$ cat src/rtl/dmem_arb_pkg.sv
// Shared types for the two-requester data-memory arbiter.
// The state enum, the requester id type and a one-hot helper live here.
package dmem_arb_pkg;

  localparam int NREQ = 2;

  typedef logic req_id_t;

  typedef enum logic [1:0] {
    IDLE   = 2'd0,
    ACCESS = 2'd1,
    RESP   = 2'd2
  } arb_state_t;

  function automatic logic [NREQ-1:0] id_onehot(input req_id_t id);
    return id ? 2'b10 : 2'b01;
  endfunction

endpackage

$ cat src/rtl/dmem_rr_pick.sv
// Combinational round-robin pick between two requesters.
// On a tie the requester that was not served last wins.
module dmem_rr_pick
  import dmem_arb_pkg::*;
(
  input  logic [NREQ-1:0] req,
  input  req_id_t         last,
  output logic            valid,
  output req_id_t         id
);

  assign valid = |req;
  assign id    = (&req) ? ~last : req[1];

endmodule

$ cat src/rtl/dmem_arbiter.sv
// Round-robin arbiter and one-access sequencer for the 8-bit data memory.
// Each grant runs IDLE -> ACCESS -> RESP, so one access every three cycles.
module dmem_arbiter
  import dmem_arb_pkg::*;
#(
  parameter int AW = 8
) (
  input  logic            CLK,
  input  logic            Reset,
  input  logic [1:0]      Req,
  input  logic [1:0]      Write,
  input  logic [AW-1:0]   Addr0,
  input  logic [AW-1:0]   Addr1,
  input  logic [7:0]      WData0,
  input  logic [7:0]      WData1,
  output logic [1:0]      Ack,
  output logic [7:0]      RData,
  output logic            Busy,
  output logic [AW-1:0]   DataAddress,
  output logic            ReadMem,
  output logic            WriteMem,
  output logic [7:0]      DataIn,
  input  logic [7:0]      DataOut,
  output arb_state_t      dbg_state
);

  // Handshake: Req[i] is a valid command held stable until Ack[i]; the
  // command fields are sampled only on the IDLE edge that grants it, and a
  // Req still high in IDLE after its Ack counts as a fresh command.

  arb_state_t      state, next_state;
  logic            grant_valid;
  req_id_t         grant_id;
  req_id_t         id_q;
  req_id_t         last_q;
  logic [AW-1:0]   addr_q;
  logic            write_q;
  logic [7:0]      wdata_q;

  dmem_rr_pick u_pick (
    .req   (Req),
    .last  (last_q),
    .valid (grant_valid),
    .id    (grant_id)
  );

  always_ff @(posedge CLK) begin
    if (Reset) state <= IDLE;
    else       state <= next_state;
  end

  always_comb begin
    next_state = state;
    case (state)
      IDLE:    if (grant_valid) next_state = ACCESS;
      ACCESS:  next_state = RESP;
      RESP:    next_state = IDLE;
      default: next_state = IDLE;
    endcase
  end

  always_comb begin
    Ack      = '0;
    ReadMem  = 1'b0;
    WriteMem = 1'b0;
    case (state)
      ACCESS: begin
        ReadMem  = ~write_q;
        // A reset landing in the access cycle must not commit the store.
        WriteMem = write_q & ~Reset;
      end
      RESP:    Ack = id_onehot(id_q) & {NREQ{~Reset}};
      default: ;
    endcase
  end

  assign Busy        = (state != IDLE);
  assign DataAddress = addr_q;
  assign DataIn      = wdata_q;
  assign dbg_state   = state;

  always_ff @(posedge CLK) begin
    if (Reset) begin
      id_q    <= 1'b0;
      last_q  <= 1'b1;
      addr_q  <= '0;
      write_q <= 1'b0;
      wdata_q <= '0;
      RData   <= '0;
    end else begin
      if (state == IDLE && grant_valid) begin
        id_q    <= grant_id;
        addr_q  <= grant_id ? Addr1 : Addr0;
        write_q <= Write[grant_id];
        wdata_q <= grant_id ? WData1 : WData0;
      end
      if (state == ACCESS && !write_q) RData <= DataOut;
      if (state == RESP) last_q <= id_q;
    end
  end

endmodule

$ cat config.mk
export PLATFORM = sky130hd
export DESIGN_NAME = dmem_arbiter
export DESIGN_NICKNAME = d
export VERILOG_FILES = /design/src/rtl/dmem_arb_pkg.sv /design/src/rtl/dmem_rr_pick.sv /design/src/rtl/dmem_arbiter.sv
export SDC_FILE = /design/constraint.sdc
export NUM_CORES = 1
export LEC_CHECK = 0
export CELL_PAD_IN_SITES_DETAIL_PLACEMENT = 1
export CELL_PAD_IN_SITES_GLOBAL_PLACEMENT = 1
export CORE_UTILIZATION = 25
export CTS_CLUSTER_SIZE = 24
export DETAILED_ROUTE_END_ITERATION = 10
export PLACE_DENSITY = 0.83
export SYNTH_ARGS = -nofsm -noshare
export SYNTH_HDL_FRONTEND = slang
export SYNTH_SLANG_ARGS = --single-unit
$ cat constraint.sdc
create_clock -name CLK -period 1.2 [get_ports CLK]
set_input_delay 0.18 -clock CLK [delete_from_list [all_inputs] [get_ports CLK]]
set_output_delay 0.18 -clock CLK [all_outputs]
set_load 0.02 [all_outputs]
==> summary.txt, run 1 <==
Synth
  – Number of synthesized register bits: 29
  – Mean Syn Cell Area: 9.84 µm²
  – Post-Synthesis Net Count: around 190
  – Gate Count Post-Synth: 143
  – Netlist cell types: 26
  – Synthesized area: 1410 µm²
  – Share of Yosys cell area claimed by the top area cell type: 41.2%
  – YS warnings: 0
  – Synth top area cells: dfxtp_1 41%, a311oi_2 12%, nand2_1 9.1%, mux2i_1 6.4%, a21oi_2 5.6%
  – Largest area contributor in the netlist: dfxtp_1
  – Register area share after synthesis: 41.2%

Place
  – Hpwl dp: about 3.3 mm
  – Placed Cells: 300
  – Gpl congestion: 0.684
  – Buffers on Ports: 76

Global route
  – Vias in the first global route: around 1600
  – Total grt overflow: 0
  – Largest net degree at the start of global routing: 29
  – Initial antenna violation count: 0
  – First-pass GRT wire length: a little under 8 mm
  – GR Util All Layers: 17.3%

Final layout
  – Final nets: 293
  – Share of cells above drive strength 1: 33.2%
  – Number of diodes: 0
  – Most common cell after layout, fill and taps aside: clkdlybuf4s50_1
  – Synthesis-to-layout area growth: 88.4%
  – Commonest non-fill, non-tap cells in the layout: 43 x clkdlybuf4s50_1, 34 x nand2_1, 27 x dfxtp_1
  – Post-layout util: 50.3%
  – Fin cells: 317

Power
  – Net Sw Frac: a little under a third
  – Comb pwr share: 35.9%
  – Lkg Pwr: 1.13 nW
  – Power Dens Cells: around 1100 nW/µm²
  – Internal power: 2.10 mW
  – Maximum VDD drop: ~0.45 mV
  – Switching pwr: 921 µW
  – Clock group share of total power: between 20% and 30%
  – Reg power frac: 37.0%

Run status
  – Status: complete, but fails checks
  – Failing checks: setup timing

Clock network
  – CTS tree: yes
  – Clk Latency, worst-skew pair: roughly 0.28 ns
  – TritonCTS buffer count: 5
  – Root Buffer: clkbuf_8
  – Clock sinks: 29
  – CTS Hold Buffers Added: 0
  – CTS HTree Levels: 2
  – Clock transition at path regs: 0.06 ns
  – CTS Buffer Depth: 2

Hold path
  – Path category of the worst min-delay check: input pin to flip-flop

Floorplanning
  – Initial Utilization: 26.7%
  – Core Box Area: 5270 µm²
  – Die area: 5930 µm²
  – Die height: 77.0 µm
  – Die X: 77.0 µm
  – Site row count: 26
  – # IOs: 77

Timing
  – Final setup viols: 31
  – Worst slew pin tran: 0.378 ns
  – Maximum clock frequency: 734 MHz
  – Fin Clk Skew: ~0.0042 ns
  – Min Clock Period, post-route: 1.36 ns
  – Hold Vio Cnt, Final: 0
  – Final WS setup: -0.163 ns
  – Rel. slew slack: 74.8%
  – Period utilisation layout: 114%
  – RSZ-0062 raised after global routing: yes
  – Pins over their slew limit: 0

Job
  – Max-Cap Viols: 0

Detailed routing
  – DRT Wirelength: 4.84 mm
  – Initial DRC count: 16
  – Routed via count: 1491
  – # DRC: 0
  – Final ANT Viol Nets: 0
  – Number of vias per cell: 4.70
  – Average routed wire per standard cell: 15.3 µm
  – DR pass1 iterations: 4

Setup path
  – Critical Path RT: 1.02 ns
  – CP Capture Type: output port
  – CP Buf/Inv Count: 1
  – Data arrival, critical path: 1.18 ns
  – Critical path's top delay family: simple AND/OR/NAND/NOR gates
  – CP Cell Sequence: nand2b_2 > nor3b_2 > buf_4
  – Setup CP Type: flip-flop to output port
  – Crit-path max FO: 4
  – Setup crit start kind: flip-flop
  – Slowest-stage cell, CP: dfxtp_4
  – Slowest stage delay, CP: 0.36 ns
-- Yosys cell counts --
library cell / n
buf_12: 1
a21boi_4: 1
nor2_1: 9
a311oi_2: 11
buf_6: 3
nand2b_1: 2
nand3_1: 1
a21oi_1: 9
inv_2: 1
nor2_4: 1
buf_1: 2
nor3b_1: 3
nor2_8: 1
buf_8: 1
a311oi_1: 6
and2_1: 1
o21ai_0: 1
buf_4: 3
a21bo_1: 1
clkbuf_1: 1
nand2_1: 34
a21oi_2: 9
dfxtp_1: 29
or2_1: 1
mux2i_1: 9
nor3_1: 2
-- worst register-to-register path: stages (launching register included) --
cell,delay (ns)
dfxtp_4,0.37
buf_6,0.12
nor2_4,0.14
inv_4,0.05
buf_6,0.12
nor2_8,0.11
buf_12,0.12
buf_12,0.12
a311oi_2,0.09
-- worst paths after layout --
path                    endpoint  slack, ns  cells past startpoint    startpoint
setup / recovery          Ack[1]      -0.16                      3  dbg_state[0]
hold / removal      dbg_state[1]       0.26                      2         Reset
setup reg to reg  DataAddress[7]      -0.16                      8  dbg_state[1]
hold reg to reg     dbg_state[1]       0.48                      1  dbg_state[1]
-- state kept, by name, indices dropped and copies added (netlist names) --
name         cells
DataAddress      8
DataIn           8
last_q           1
write_q          1
dbg_state        2
id_q             1
RData            8
-- cell families after synthesis --
| kind of cell | Yosys count | share of synthesized area, % |
|---|---|---|
| multiplexers | 9 | 6.40 |
| AO/OA/AOI/OAI | 38 | 26.7 |
| flip-flops | 29 | 41.2 |
| AND/OR/NAND/NOR | 55 | 18.1 |
| buffers and inverters | 12 | 7.55 |
-- routing by layer --
| layer | part of all wire (%) | up-vias | global-route usage (%) | wire, µm |
|---|---|---|---|---|
| li1 | - | 717 | - | - |
| met1 | 42 | 715 | 19.8 | 2040 |
| met2 | 51 | 52 | 30.8 | 2480 |
| met3 | 5.3 | 7 | 4.88 | 254 |
| met4 | 1.4 | 0 | 5.28 | 67 |
| met5 | 0 | - | 0 | 0 |
-- what timing repair did --
action,in CTS,in global routing
gates resized for setup,79,12
setup endpoints to repair,57,34
buffers inserted,7,1
cloned,2,2
pin swaps,7,15
-- final cells by class --
type / count / area (µm²)
sequential: 29 / 588
clock buffer: 7 / 86.3
timing repair buffer: 108 / 1110
fill: 614 / 2620
tap: 70 / 87.6
multi-input combinational: 102 / 778
inverter: 1 / 6.26
-- power by group through the flow --
stage / sequential, mW / clock (mW) / combinational (mW)
5_1_grt: 1.14 / 0.897 / 1.16
4_1_cts: 1.12 / 0.842 / 1.06
3_3_place_gp: 1.13 / 0 / 0.932
6_report: 1.12 / 0.818 / 1.09
3_5_place_dp: 1.14 / 0 / 0.949
2_1_floorplan: 1.24 / 0 / 0.384
-- per-stage QoR --
stage | power, mW | area, µm² | hold WS [ns] | TNS, ns | worst slack (ns)
after floorplan | 1.62 | 1430 | 0.254 | 0 | 0.00310
after global placement | 2.07 | 2350 | 0.447 | -9.11 | -0.515
after detailed placement | 2.09 | 2350 | 0.462 | -10.35 | -0.589
after CTS | 3.02 | 2590 | 0.235 | -3.62 | -0.184
after global routing | 3.19 | 2650 | 0.275 | -5.24 | -0.223
final | 3.03 | 2650 | 0.264 | -3.39 | -0.163
(Power assumes the default switching activity.)
==> run 2: changes to the inputs <==
- CORE_UTILIZATION: 25 -> 27
- PLACE_DENSITY: 0.83 -> 0.85
- clock period: 1.2 -> 1.33 ns (I/O delays scaled with it)
==> run 2 against run 1 <==
Global-route usage up 1.1 points. Clock power down 15%. Worst hold slack better by 0.087 ns. Final cell count down 2.5%. Sequential share of layout area up 0.15 points. Non-clock buffer count down 6. The flow still finishes with violations (setup timing). Design area down 1.1%. Count of clock-buffer cells in the layout down 1. Sequential cell count unchanged.
==> summary.txt, run 2 (synthesis gave the netlist of run 1 again) <==
Run status
  – Status: complete, but fails checks
  – Failing checks: setup timing

Setup path
  – Worst r2r src: dbg_state[1]
  – Worst R2R Path Depth: 8
  – Critical Path RT: 1.13 ns
  – Crit-path max FO: 3
  – R2R Setup Slk: -0.03 ns
  – Setup crit start kind: flip-flop
  – CP Capture Type: output port
  – Data arrival, critical path: ~1.2 ns
  – RR Endpoint: DataAddress[3]
  – Setup CP Type: flip-flop to output port

Detailed routing
  – Routed via count: between 1000 and 1500
  – DR pass1 iterations: 4
  – Number of vias per cell: 4.72
  – Final ANT Viol Nets: 0
  – DRT Wirelength: 4.89 mm
  – Initial DRC count: 47
  – Average routed wire per standard cell: 15.8 µm
  – # DRC: 0

Final layout
  – Commonest non-fill, non-tap cells in the layout: 44 x clkdlybuf4s50_1, 34 x nand2_1, 27 x dfxtp_1, 27 x dlygate4sd2_1, 16 x a21oi_2
  – Post-layout util: between 50% and 60%
  – Share of cells above drive strength 1: around 33%
  – Number of diodes: 0
  – Final nets: around 290
  – Most common cell after layout, fill and taps aside: clkdlybuf4s50_1
  – Design Area, Final: 2620 µm²
  – Fill count: 559
  – Synthesis-to-layout area growth: 86.4%
  – Fin cells: 309
  – Sequential Area: 586 µm²
  – Multi-input logic area: just over 800 µm²

Job
  – Max-Cap Viols: 0

Floorplanning
  – Core Box Area: 4880 µm²
  – Site row count: 25
  – Die area: 5510 µm²
  – Initial Utilization: 28.8%
  – Die X: 74.2 µm
  – # IOs: 77
  – Die height: 74.2 µm

Power
  – Maximum VDD drop: between 0.4 and 0.5 mV
  – Total power: 2.67 mW
  – Power Dens Cells: a little over 1000 nW/µm²
  – Lkg Pwr: 1.11 nW

Clock network
  – Clock sinks: 29
  – CTS Buffer Depth: 2
  – TritonCTS buffer count: 5
  – CTS HTree Levels: 2
  – Root Buffer: clkbuf_8
  – Clock transition at path regs: 0.07 ns
  – CTS Hold Buffers Added: 0
  – Clk Latency, worst-skew pair: between 0.2 and 0.3 ns
  – CTS tree: yes

Global route
  – Vias in the first global route: around 1600
  – Met2 usage: ~36%
  – Met3 global-route usage: 6.23%
  – Total grt overflow: 0
  – First-pass GRT wire length: roughly 7.5 mm
  – Largest net degree at the start of global routing: 19
  – Grt met1 use: 18.2%
  – Initial antenna violation count: 0
  – GR Util All Layers: a little under a fifth
  – Global routing's busiest layer: met2

Place
  – Pre-CTS setup slack: -0.630 ns
  – Placed Area: roughly 2300 µm²
  – Placed Cells: 295
  – Gpl congestion: 0.701
  – Buffers on Ports: between 70 and 80
  – Hpwl dp: 3.34 mm

Timing
  – Rel. slew slack: 84.1%
  – Final WS setup: -0.0389 ns
  – Worst slew pin tran: around 0.24 ns
  – Final hold slack: around 0.35 ns
  – Maximum clock frequency: about 730 MHz
  – Fin Clk Skew: 0.00875 ns
  – Final setup viols: 18
  – Period utilisation layout: 103%
  – Pins over their slew limit: 0
  – RSZ-0062 raised after global routing: yes
  – Hold Vio Cnt, Final: 0
  – Setup TNS: -0.293 ns
  – Min Clock Period, post-route: 1.37 ns

Hold path
  – Hold Path Depth: 2
  – Hold Path Sink: dbg_state[1]
  – Path category of the worst min-delay check: input pin to flip-flop
  – Hold wc startpoint: Reset
## run 2: cell count changes in the layout (fill, tap and decap cells not counted), sizes merged
| cell | before | now |
|---|---|---|
| dlymetal6s2s | 1 | 0 |
| buf | 37 | 29 |
| clkbuf | 9 | 8 |
| clkdlybuf4s15 | 3 | 0 |
| clkinv | 0 | 2 |
| dlygate4sd2 | 22 | 27 |
| clkdlybuf4s50 | 43 | 44 |
## run 2: repair_timing
action,CTS,global route
setup buffers,3,0
gates resized for setup,71,19
endpoints found under the hold margin,0,0
cloned,1,2
endpoints found under the setup margin,51,31
pin swaps,11,14
## run 2: worst max path at each step
| stage | from | endpoint | cells past startpoint | slack, ns |
|---|---|---|---|---|
| final | dbg_state[0] | ReadMem | 3 | -0.04 |
| after global routing | dbg_state[0] | ReadMem | 3 | -0.09 |
| after CTS | dbg_state[1] | Busy | 5 | -0.07 |
| after global placement | Reset | WriteMem | 4 | -0.52 |
| after detailed placement | Reset | WriteMem | 4 | -0.63 |
| after floorplan | dbg_state[0] | DataAddress[2] | 5 | 0.02 |
## run 2: final cells by class
class / count / area share, %
repair buffers: 102 / 40.2
flip-flops and latches: 29 / 22.3
well taps: 67 / 3.20
inverters: 1 / 0.143
multi-input cells: 102 / 31.0
clock buffers: 6 / 2.77
clock inverters: 2 / 0.381
## run 2: critical path, cell delays in order, from the launching register on
cell     delay [ns]
dfxtp_2        0.36
buf_6          0.13
nor3b_4        0.25
buf_6          0.16
## run 2: routing by layer
metal	vias to the layer above	wire (µm)
li1	707	-
met1	697	1930
met2	54	2630
met3	2	313
met4	0	8
met5	-	0
## run 2: power breakdown
group          leakage [nW]  total (mW)  internal, mW  switching, mW
Clock                0.0450       0.694         0.362          0.333
Combinational         0.820       0.953         0.511          0.443
Sequential            0.240        1.02         0.954         0.0639
Total                  1.11        2.67          1.83          0.839
==> run 3: changes to the inputs <==
- CORE_ASPECT_RATIO: default -> 1.75
==> run 3 against run 2 <==
The flow now finishes without violations. Register-to-register slack better by 0.14 ns. Setup slack gained 0.060 ns. Worst hold slack lost 0.051 ns. Final cell count shrank 6.8%. Sequential cell count unchanged. Clock skew fell by 0.0050 ns. Clock power is 37% higher. Global-route usage fell by 1.5 points. Largest power group unchanged.
==> summary.txt, run 3 (synthesis gave the netlist of run 1 again) <==
Detailed routing
  – Average routed wire per standard cell: roughly 15 µm
  – # DRC: 0
  – WL met3: 185 µm
  – Number of vias per cell: 4.88
  – Post-Route M1 WL: around 1.5 mm
  – Initial DRC count: 13
  – Routed via count: roughly 1400
  – Final ANT Viol Nets: 0
  – Uppermost routed layer: met4
  – DR pass1 iterations: 4
  – Met2 wire len: 2.55 mm
  – DRT Wirelength: 4.31 mm

Clock network
  – Root Buffer: clkbuf_8
  – Clk Latency, worst-skew pair: 0.27 ns
  – Postcts setup bufs: 0
  – CTS Hold Buffers Added: 0
  – Clock transition at path regs: 0.06 ns
  – Clock sinks: 29
  – CTS HTree Levels: 2
  – CTS Buffer Depth: 2
  – TritonCTS buffer count: 5
  – CTS tree: yes

Timing
  – Final hold slack: roughly 0.30 ns
  – Min Clock Period, post-route: 1.31 ns
  – RSZ-0062 raised after global routing: yes
  – Period utilisation layout: 98.4%
  – Rel. slew slack: about four fifths
  – Maximum clock frequency: 764 MHz
  – Setup TNS: 0 ns
  – Final setup viols: 0
  – Pins over their slew limit: 0
  – Hold Vio Cnt, Final: 0
  – Fin Clk Skew: 0.00377 ns
  – Worst slew pin tran: 0.286 ns

Setup path
  – Slowest-stage cell, CP: dfxtp_4
  – CP Capture Type: output port
  – Crit-path max FO: 5
  – CP Cell Sequence: nor3b_4 > and2_1 > buf_6
  – Data arrival, critical path: 1.11 ns
  – Setup CP Type: flip-flop to output port
  – Critical Path RT: approximately 1.1 ns
  – Setup crit start kind: flip-flop
  – Slowest stage delay, CP: about 0.38 ns

Place
  – Gpl congestion: around 0.77
  – Hpwl dp: 3.36 mm
  – Buffers on Ports: 76

Floorplanning
  – Initial Utilization: 28.3%
  – Die area: 5520 µm²
  – Die X: 56.6 µm
  – Core Box Area: roughly 5000 µm²
  – Die height: 97.5 µm
  – # IOs: 77
  – Site row count: 34

Global route
  – Largest net degree at the start of global routing: 20
  – GR Util All Layers: 17.0%
  – Total grt overflow: 0
  – First-pass GRT wire length: 7.31 mm
  – Initial antenna violation count: 0
  – Vias in the first global route: ~1500

Final layout
  – Final nets: 279
  – Synthesis-to-layout area growth: 72.4%
  – Commonest non-fill, non-tap cells in the layout: 42 x clkdlybuf4s50_1, 34 x nand2_1, 27 x dfxtp_1, 27 x dlygate4sd2_1, 17 x buf_4
  – Number of diodes: 0
  – Share of cells above drive strength 1: 26.9%
  – Most common cell after layout, fill and taps aside: clkdlybuf4s50_1
  – Multi-input logic area: between 700 and 800 µm²
  – Fill count: 576
  – Sequential Area: around 590 µm²

Hold path
  – Path category of the worst min-delay check: input pin to flip-flop

Power
  – Lkg Pwr: 1.05 nW
  – Power Dens Cells: 1140 nW/µm²
  – Maximum VDD drop: 0.814 mV

Job
  – Max-Cap Viols: 0

Run status
  – Status: finished, final reports clean
run 3: per-stage QoR:
step / worst slack [ns] / cell area, µm² / instances / total power [mW] / utilization (%)
finish: 0.0215 / 2430 / 288 / 2.76 / 48.7
global route: -0.0240 / 2430 / 288 / 2.89 / 48.7
CTS: -0.00864 / 2410 / 288 / 2.80 / 48.4
detailed placement: -0.487 / 2320 / 280 / 1.89 / 46.6
global placement: -0.440 / 2320 / 280 / 1.87 / 46.6
floorplan: 0.0248 / 1420 / 143 / 1.46 / -
run 3: final cells by class:
type	instances	share of cell area, %
sequential	29	24.2
clock buffer	7	3.56
multi-input combinational	102	31.3
clock inverter	1	1.24
timing repair buffer	94	36.7
tap	54	2.78
inverter	1	0.155
run 3: path summary, 6_finish.rpt:
kind	from	cells after the start	slack, ns	to
max	dbg_state[1]	3	0.02	WriteMem
min	Reset	2	0.30	dbg_state[1]
max reg2reg	dbg_state[1]	4	0.11	RData[4]
min reg2reg	RData[1]	2	0.49	RData[1]
run 3: per-layer routing:
metal  up-vias  GRT usage (%)
li1        687              -
met1       670           17.2
met2        43           32.6
met3         4           4.26
met4         0           5.07
met5         -              0
run 3: report_power, final:
group	switching (mW)	leakage [nW]	internal [mW]
logic	0.393	0.755	0.408
clock network	0.340	0.0585	0.610
registers	0.0556	0.241	0.953
total	0.788	1.05	1.97
run 3: timing repair:
action | CTS | global route
hold endpoints to repair | 0 | 0
resized for setup | 54 | 7
pin swaps | 0 | 1
endpoints found under the setup margin | 34 | 16
run 3: worst max-delay path: cells and delay by family, from the launching register on:
kind / cells / cell delay (ns)
and+or+nand+nor: 2 / 0.34
buffers and inverters: 1 / 0.11
DFF: 1 / 0.38
